<file path="src/rtl/sys_pkg.sv">
// Shared definitions for the ALU arbiter: controller state encoding,
// the reserved "illegal" function code and a counter sizing helper.
package sys_pkg;

    typedef enum logic [2:0] {
        ST_IDLE = 3'd0,
        ST_WAKE = 3'd1,
        ST_EXEC = 3'd2,
        ST_WAIT = 3'd3,
        ST_RESP = 3'd4
    } arb_state_e;

    // Function code of all ones is reserved as illegal; users slice this
    // down to their own function-code width.
    localparam int unsigned FUN_W_MAX = 32;
    localparam logic [FUN_W_MAX-1:0] FUN_ILLEGAL_ALL = '1;

    function automatic int unsigned cnt_width(input int unsigned n);
        return (n == 0) ? 1 : $clog2(n + 1);
    endfunction

endpackage

</file>
<file path="src/rtl/rr_arb2.sv">
// Two-input round-robin grant. The pointer names the requester that wins a
// tie; it is moved away from whoever was just served.
module rr_arb2 (
    input  logic       i_CLK,
    input  logic       i_RST,
    input  logic [1:0] req_i,
    input  logic       upd_i,
    input  logic       upd_id_i,
    output logic       gnt_vld_o,
    output logic       gnt_id_o
);

    logic ptr_q;
    logic ptr_d;

    assign ptr_d = upd_i ? ~upd_id_i : ptr_q;

    always_ff @(posedge i_CLK or negedge i_RST) begin
        if (!i_RST) begin
            ptr_q <= 1'b0;
        end else begin
            ptr_q <= ptr_d;
        end
    end

    always_comb begin
        gnt_vld_o = |req_i;
        if (&req_i) begin
            gnt_id_o = ptr_q;
        end else begin
            gnt_id_o = req_i[1];
        end
    end

endmodule

</file>
<file path="src/rtl/alu_arbiter.sv">
// Shares one clock-gated ALU between two requesters: grant, wake the ALU
// clock, pulse enable, wait (bounded) for the result, return a tagged response.
module alu_arbiter
    import sys_pkg::*;
#(
    parameter int unsigned DATA_WIDTH = 8,
    parameter int unsigned FUN_WIDTH  = 4,
    parameter int unsigned TMO_CYCLES = 4
) (
    input  logic                    i_CLK,
    input  logic                    i_RST,
    input  logic                    i_REQ0_Valid,
    input  logic [DATA_WIDTH-1:0]   i_REQ0_A,
    input  logic [DATA_WIDTH-1:0]   i_REQ0_B,
    input  logic [FUN_WIDTH-1:0]    i_REQ0_FUN,
    input  logic                    i_REQ1_Valid,
    input  logic [DATA_WIDTH-1:0]   i_REQ1_A,
    input  logic [DATA_WIDTH-1:0]   i_REQ1_B,
    input  logic [FUN_WIDTH-1:0]    i_REQ1_FUN,
    output logic                    o_REQ0_Ready,
    output logic                    o_REQ1_Ready,
    output logic                    o_RSP_Valid,
    output logic                    o_RSP_ID,
    output logic [2*DATA_WIDTH-1:0] o_RSP_Data,
    output logic                    o_RSP_Err,
    output logic [DATA_WIDTH-1:0]   o_ALU_A,
    output logic [DATA_WIDTH-1:0]   o_ALU_B,
    output logic [FUN_WIDTH-1:0]    o_ALU_FUN,
    output logic                    o_ALU_Enable,
    output logic                    o_ALU_CLK_EN,
    input  logic [2*DATA_WIDTH-1:0] i_ALU_OUT,
    input  logic                    i_ALU_OUT_Valid,
    output arb_state_e              o_DBG_State
);

    localparam int unsigned CNT_W = cnt_width(TMO_CYCLES);
    localparam logic [FUN_WIDTH-1:0] FUN_ILLEGAL = FUN_ILLEGAL_ALL[FUN_WIDTH-1:0];
    localparam logic [CNT_W-1:0] TMO_LOAD = CNT_W'(TMO_CYCLES);

    arb_state_e              state_q;
    logic                    id_q;
    logic [CNT_W-1:0]        tmo_q;
    logic                    rdy0_q;
    logic                    rdy1_q;
    logic                    rsp_vld_q;
    logic                    rsp_id_q;
    logic [2*DATA_WIDTH-1:0] rsp_data_q;
    logic                    rsp_err_q;
    logic [DATA_WIDTH-1:0]   alu_a_q;
    logic [DATA_WIDTH-1:0]   alu_b_q;
    logic [FUN_WIDTH-1:0]    alu_fun_q;
    logic                    alu_en_q;
    logic                    clk_en_q;

    logic                    gnt_vld;
    logic                    gnt_id;
    logic [DATA_WIDTH-1:0]   alu_a_d;
    logic [DATA_WIDTH-1:0]   alu_b_d;
    logic [FUN_WIDTH-1:0]    alu_fun_d;

    // Handshake: a requester raises Valid with stable A/B/FUN and keeps them
    // until it sees Ready; the single Ready cycle is the acceptance cycle.
    // Ready is registered, so the winner's operands are captured on the edge
    // that raises Ready, while the requester is still required to hold them.
    rr_arb2 u_rr_arb2 (
        .i_CLK     (i_CLK),
        .i_RST     (i_RST),
        .req_i     ({i_REQ1_Valid, i_REQ0_Valid}),
        .upd_i     (state_q == ST_RESP),
        .upd_id_i  (id_q),
        .gnt_vld_o (gnt_vld),
        .gnt_id_o  (gnt_id)
    );

    assign alu_a_d   = gnt_id ? i_REQ1_A   : i_REQ0_A;
    assign alu_b_d   = gnt_id ? i_REQ1_B   : i_REQ0_B;
    assign alu_fun_d = gnt_id ? i_REQ1_FUN : i_REQ0_FUN;

    always_ff @(posedge i_CLK or negedge i_RST) begin
        if (!i_RST) begin
            state_q    <= ST_IDLE;
            id_q       <= 1'b0;
            tmo_q      <= '0;
            rdy0_q     <= 1'b0;
            rdy1_q     <= 1'b0;
            rsp_vld_q  <= 1'b0;
            rsp_id_q   <= 1'b0;
            rsp_data_q <= '0;
            rsp_err_q  <= 1'b0;
            alu_a_q    <= '0;
            alu_b_q    <= '0;
            alu_fun_q  <= '0;
            alu_en_q   <= 1'b0;
            clk_en_q   <= 1'b0;
        end else begin
            rdy0_q    <= 1'b0;
            rdy1_q    <= 1'b0;
            rsp_vld_q <= 1'b0;
            alu_en_q  <= 1'b0;
            case (state_q)
                ST_IDLE: begin
                    if (gnt_vld) begin
                        rdy0_q    <= ~gnt_id;
                        rdy1_q    <= gnt_id;
                        id_q      <= gnt_id;
                        alu_a_q   <= alu_a_d;
                        alu_b_q   <= alu_b_d;
                        alu_fun_q <= alu_fun_d;
                        if (alu_fun_d == FUN_ILLEGAL) begin
                            state_q    <= ST_RESP;
                            rsp_vld_q  <= 1'b1;
                            rsp_id_q   <= gnt_id;
                            rsp_data_q <= '0;
                            rsp_err_q  <= 1'b1;
                        end else begin
                            clk_en_q <= 1'b1;
                            state_q  <= ST_WAKE;
                        end
                    end
                end
                ST_WAKE: begin
                    alu_en_q <= 1'b1;
                    state_q  <= ST_EXEC;
                end
                ST_EXEC: begin
                    tmo_q   <= TMO_LOAD;
                    state_q <= ST_WAIT;
                end
                ST_WAIT: begin
                    // A result in the same cycle as expiry still wins.
                    if (i_ALU_OUT_Valid) begin
                        state_q    <= ST_RESP;
                        clk_en_q   <= 1'b0;
                        rsp_vld_q  <= 1'b1;
                        rsp_id_q   <= id_q;
                        rsp_data_q <= i_ALU_OUT;
                        rsp_err_q  <= 1'b0;
                    end else if (tmo_q <= CNT_W'(1)) begin
                        state_q    <= ST_RESP;
                        clk_en_q   <= 1'b0;
                        rsp_vld_q  <= 1'b1;
                        rsp_id_q   <= id_q;
                        rsp_data_q <= '0;
                        rsp_err_q  <= 1'b1;
                    end else begin
                        tmo_q <= tmo_q - CNT_W'(1);
                    end
                end
                ST_RESP: begin
                    state_q <= ST_IDLE;
                end
                default: begin
                    state_q  <= ST_IDLE;
                    clk_en_q <= 1'b0;
                end
            endcase
        end
    end

    assign o_REQ0_Ready = rdy0_q;
    assign o_REQ1_Ready = rdy1_q;
    assign o_RSP_Valid  = rsp_vld_q;
    assign o_RSP_ID     = rsp_id_q;
    assign o_RSP_Data   = rsp_data_q;
    assign o_RSP_Err    = rsp_err_q;
    assign o_ALU_A      = alu_a_q;
    assign o_ALU_B      = alu_b_q;
    assign o_ALU_FUN    = alu_fun_q;
    assign o_ALU_Enable = alu_en_q;
    assign o_ALU_CLK_EN = clk_en_q;
    assign o_DBG_State  = state_q;

endmodule

</file>
<file path="config.mk">
export PLATFORM = sky130hd
export DESIGN_NAME = alu_arbiter
export DESIGN_NICKNAME = d
export VERILOG_FILES = /design/src/rtl/sys_pkg.sv /design/src/rtl/rr_arb2.sv /design/src/rtl/alu_arbiter.sv
export SDC_FILE = /design/constraint.sdc
export NUM_CORES = 1
export LEC_CHECK = 0
export ABC_CLOCK_PERIOD_IN_PS = 1860
export BUFFER_PORTS_ARGS = -buffer_cell sky130_fd_sc_hd__buf_2
export CAP_MARGIN = 20
export CORE_UTILIZATION = 41
export CTS_CLUSTER_DIAMETER = 200
export DETAILED_ROUTE_END_ITERATION = 8
export PLACE_DENSITY = 0.75
export SETUP_SLACK_MARGIN = 0.05
export SYNTH_ARGS = -nofsm -noshare
export SYNTH_HDL_FRONTEND = slang
export SYNTH_HIERARCHICAL = 1
export SYNTH_SLANG_ARGS = --single-unit
</file>
<file path="constraint.sdc">
create_clock -name i_CLK -period 1.86 [get_ports i_CLK]
set_clock_uncertainty 0.15 [all_clocks]
set_input_delay 0.279 -clock i_CLK [delete_from_list [all_inputs] [get_ports i_CLK]]
set_output_delay 0.279 -clock i_CLK [all_outputs]
set_load 0.1 [all_outputs]
</file>
==> results.yml <==
critical_path:
  crit_slowest_cell: "dfrtp_1"
  crit_chain: "inv_2, a21boi_2, nand2b_4, nor2_2, o21ai_2, a21boi_4, clkbuf_16, a22o_1"
  cpPeakStageDelay_ns: 0.35
  worst-path-buf-inv: 2
  arrival_ns: 1.95
  crit_family: "compound AO/OA/AOI/OAI gates"
  critical_path_class: "flip-flop to flip-flop"
  rrSetupSlack_ns: 0.003
  worstReg2RegStart: "u_rr_arb2/ptr_q"
  critPathMaxFanout: 5
  worstSetupStartpointType: "flip-flop"
  required_ns: 1.95
  rr_worst_depth: 8
  reg2reg_to: "o_RSP_Data[1]"
  cp-end-kind: "flip-flop"
cells_and_area:
  fill_cells: 479
  layout.nets: 383
  drive_gt1_frac: 0.4829
  utilization: 0.6178
  seq_area_sq_um: 1285
  syn2layout_area_growth_pct: 43.55
  multi_input_area_sq_um: 890.9
  antenna_cells: 0
hold_path:
  holdPathStages: 2
  hold_end: "o_RSP_Data[7]"
  hold_path_class: "input pin to flip-flop"
  min_from: "i_ALU_OUT[7]"
floorplanning:
  coreArea_sq_um: 5140
  die_h_microns: 75.46
  die_width_microns: 75.46
  dieArea_sq_um: 5693
  num_rows: 26
  num_io_pins: 107
  initial_core_util: 0.4304
route:
  drt-pass1-iter-count: 4
  drcViolationCount: 0
  vias: 1927
  initialDrtViolationCount: 127
  drtAntennaViolNets: 0
  wl_microns: 5342
  wl_per_cell_microns: 13.66
  viasPerCell: 4.928
timing:
  post-route-min-period_ns: 1.857
  relSlewSlack: 0.6638
  rsz0062_at_grt: "true"
  max_freq_mhz: 538.6
  worstMarginPinSlew_ns: 0.5077
  slew_violations: 0
  hold_violations: 0
  final-setup-viol-count: 0
  finalCritPeriodShare: 0.9983
grt:
  grt_pass1_wl_microns: 7941
  grt_pass1_vias: 1698
  grt_antenna_before_repair: 0
  grt.total_usage: 0.1895
  grt-ovfl-total: 0
  grt_max_degree: 28
synth:
  synth_cell_types: 34
  syn_area_sq_um: 2212
  syn_area_per_cell_sq_um: 11.23
  ys_ff_latch: 51
  ys_seq_area_frac: 0.5769
  ys_warn_count: 6
  synth_cells: 197
  synthesis.nets: 260
placed_design:
  gp_congestion: 0.7640
  portBuffers: 106
  dp_hpwl_microns: 3670
status:
  status: "completed"
clock_tree:
  htreeDepth: 2
  tritoncts: "done"
  cts_buffer_depth: 2
  clk_pin_slew_ns: 0.09
  numCtsBuffers: 5
  worstSkewPairLatency_ns: 0.30
  cts-root-buf: "clkbuf_8"
  cts.sinks: 51
flow_run:
  cap_violations: 0
worst max-delay path by stage:
stage                               start             end  slack, ns  depth (start not counted)
after floorplan            o_DBG_State[2]  o_RSP_Data[10]      -0.28                          6
after global placement       i_REQ1_Valid   o_RSP_Data[6]       0.08                          8
after detailed placement         tmo_q[0]        tmo_q[1]       0.04                          6
after CTS                        tmo_q[1]  o_RSP_Data[14]       0.05                          7
after global routing      u_rr_arb2/ptr_q   o_RSP_Data[5]      -0.11                          8
final                     u_rr_arb2/ptr_q   o_RSP_Data[1]      0.003                          8
logic make-up (layout without fill, tap and decap cells):
group / count (synthesis) / count (layout) / synth area share
buffers and inverters: 22 / 146 / 0.04355
muxes: 22 / 22 / 0.1001
AOI/OAI and AO/OA: 54 / 54 / 0.1640
adders and majority gates: 2 / 2 / 0.01131
DFF: 51 / 51 / 0.5769
and+or+nand+nor: 46 / 46 / 0.1041
timing repair:
action / in CTS / in global routing
gates cloned: 0 / 4
pin swaps: 1 / 21
setup endpoints to repair: 18 / 32
hold buffers: 1 / 0
gates resized for setup: 1 / 12
buffers inserted: 2 / 5
hold endpoints to repair: 14 / 0
routing by layer:
layer	up-vias	global-route usage	share of wire
met5	-	0	0
met4	0	0.07613	0.023
met3	12	0.04233	0.048
met2	67	0.3125	0.50
met1	914	0.2437	0.43
li1	934	-	-
per-stage QoR:
step | hold WS (ns) | setup TNS [ns] | cells | setup WS (ns) | cell area, sq um
floorplan | -0.1666 | -6.794 | 197 | -0.2837 | 2241
global placement | 0.05164 | 0 | 371 | 0.07892 | 2895
detailed placement | 0.05433 | 0 | 371 | 0.03933 | 2895
CTS | 0.03057 | 0 | 382 | 0.05015 | 3024
global route | 0.02582 | -1.592 | 391 | -0.1061 | 3176
finish | 0.03763 | 0 | 391 | 0.003166 | 3176
registers in the layout (all words and copies together), names as in the netlist, 3 cells and up:
name,flops
o_DBG_State,3
o_ALU_B,8
o_RSP_Data,16
tmo_q,3
o_ALU_FUN,4
o_ALU_A,8
cell usage after synthesis (all sizes together):
master | count | area [sq um]
dfrtp | 51 | 1276
nor2 | 25 | 93.84
a21oi | 24 | 120.1
mux2i | 21 | 210.2
a22o | 16 | 140.1
buf | 8 | 43.79
inv | 8 | 30.03
clkbuf | 6 | 22.52
nand2 | 5 | 18.77
a31oi | 3 | 18.77
and2 | 3 | 18.77
nand3 | 3 | 15.01
a21boi | 2 | 15.01
ha | 2 | 25.02
nand2b | 2 | 12.51
nor2b | 2 | 12.51
nor3b | 2 | 15.01
o21ai | 2 | 13.76
a211oi | 1 | 7.510
a21o | 1 | 7.510
a32o | 1 | 10.01
and3b | 1 | 8.760
mux2 | 1 | 11.26
nor3 | 1 | 5.000
nor4b | 1 | 23.77
o21bai | 1 | 7.510
o22ai | 1 | 6.260
o2bb2ai | 1 | 8.760
o31ai | 1 | 7.510
or2 | 1 | 6.260
placed cells by master (no fill, tap or decap), types with 2 or more instances in the layout:
cell / Yosys / routed
inv_1: 6 / 4
dfrtp_1: 51 / 48
inv_2: 2 / 4
nor3b_1: 2 / 2
buf_6: 1 / 3
a21oi_2: 0 / 2
a21oi_1: 24 / 22
buf_2: 5 / 107
a22o_1: 16 / 16
buf_12: 0 / 2
a31oi_1: 3 / 3
clkbuf_8: 0 / 7
nand3_1: 3 / 3
nor2b_1: 2 / 2
mux2i_1: 21 / 21
dfrtp_4: 0 / 2
nand2_1: 5 / 5
clkbuf_16: 0 / 2
nor2_1: 25 / 24
buf_4: 0 / 15
and2_1: 3 / 3
worst reg2reg max path, cell delays in order (launching register included):
cell and delay (ns):
dfrtp_1 0.35, inv_2 0.04, a21boi_2 0.18, nand2b_4 0.16, nor2_2 0.05, o21ai_2 0.19, a21boi_4 0.35, clkbuf_16 0.21
a22o_1 0.13
area by class of cell:
cell class | count | area share
Multi-Input combinational cell | 124 | 0.2805
Clock buffer | 8 | 0.03152
Tap cell | 70 | 0.02758
Sequential cell | 51 | 0.4046
Inverter | 8 | 0.009456
Timing Repair Buffer | 130 | 0.2463
Power is left out: the tool's default activity adds up to more than one toggle a clock period on the data nets, which glitch-free logic cannot reach.
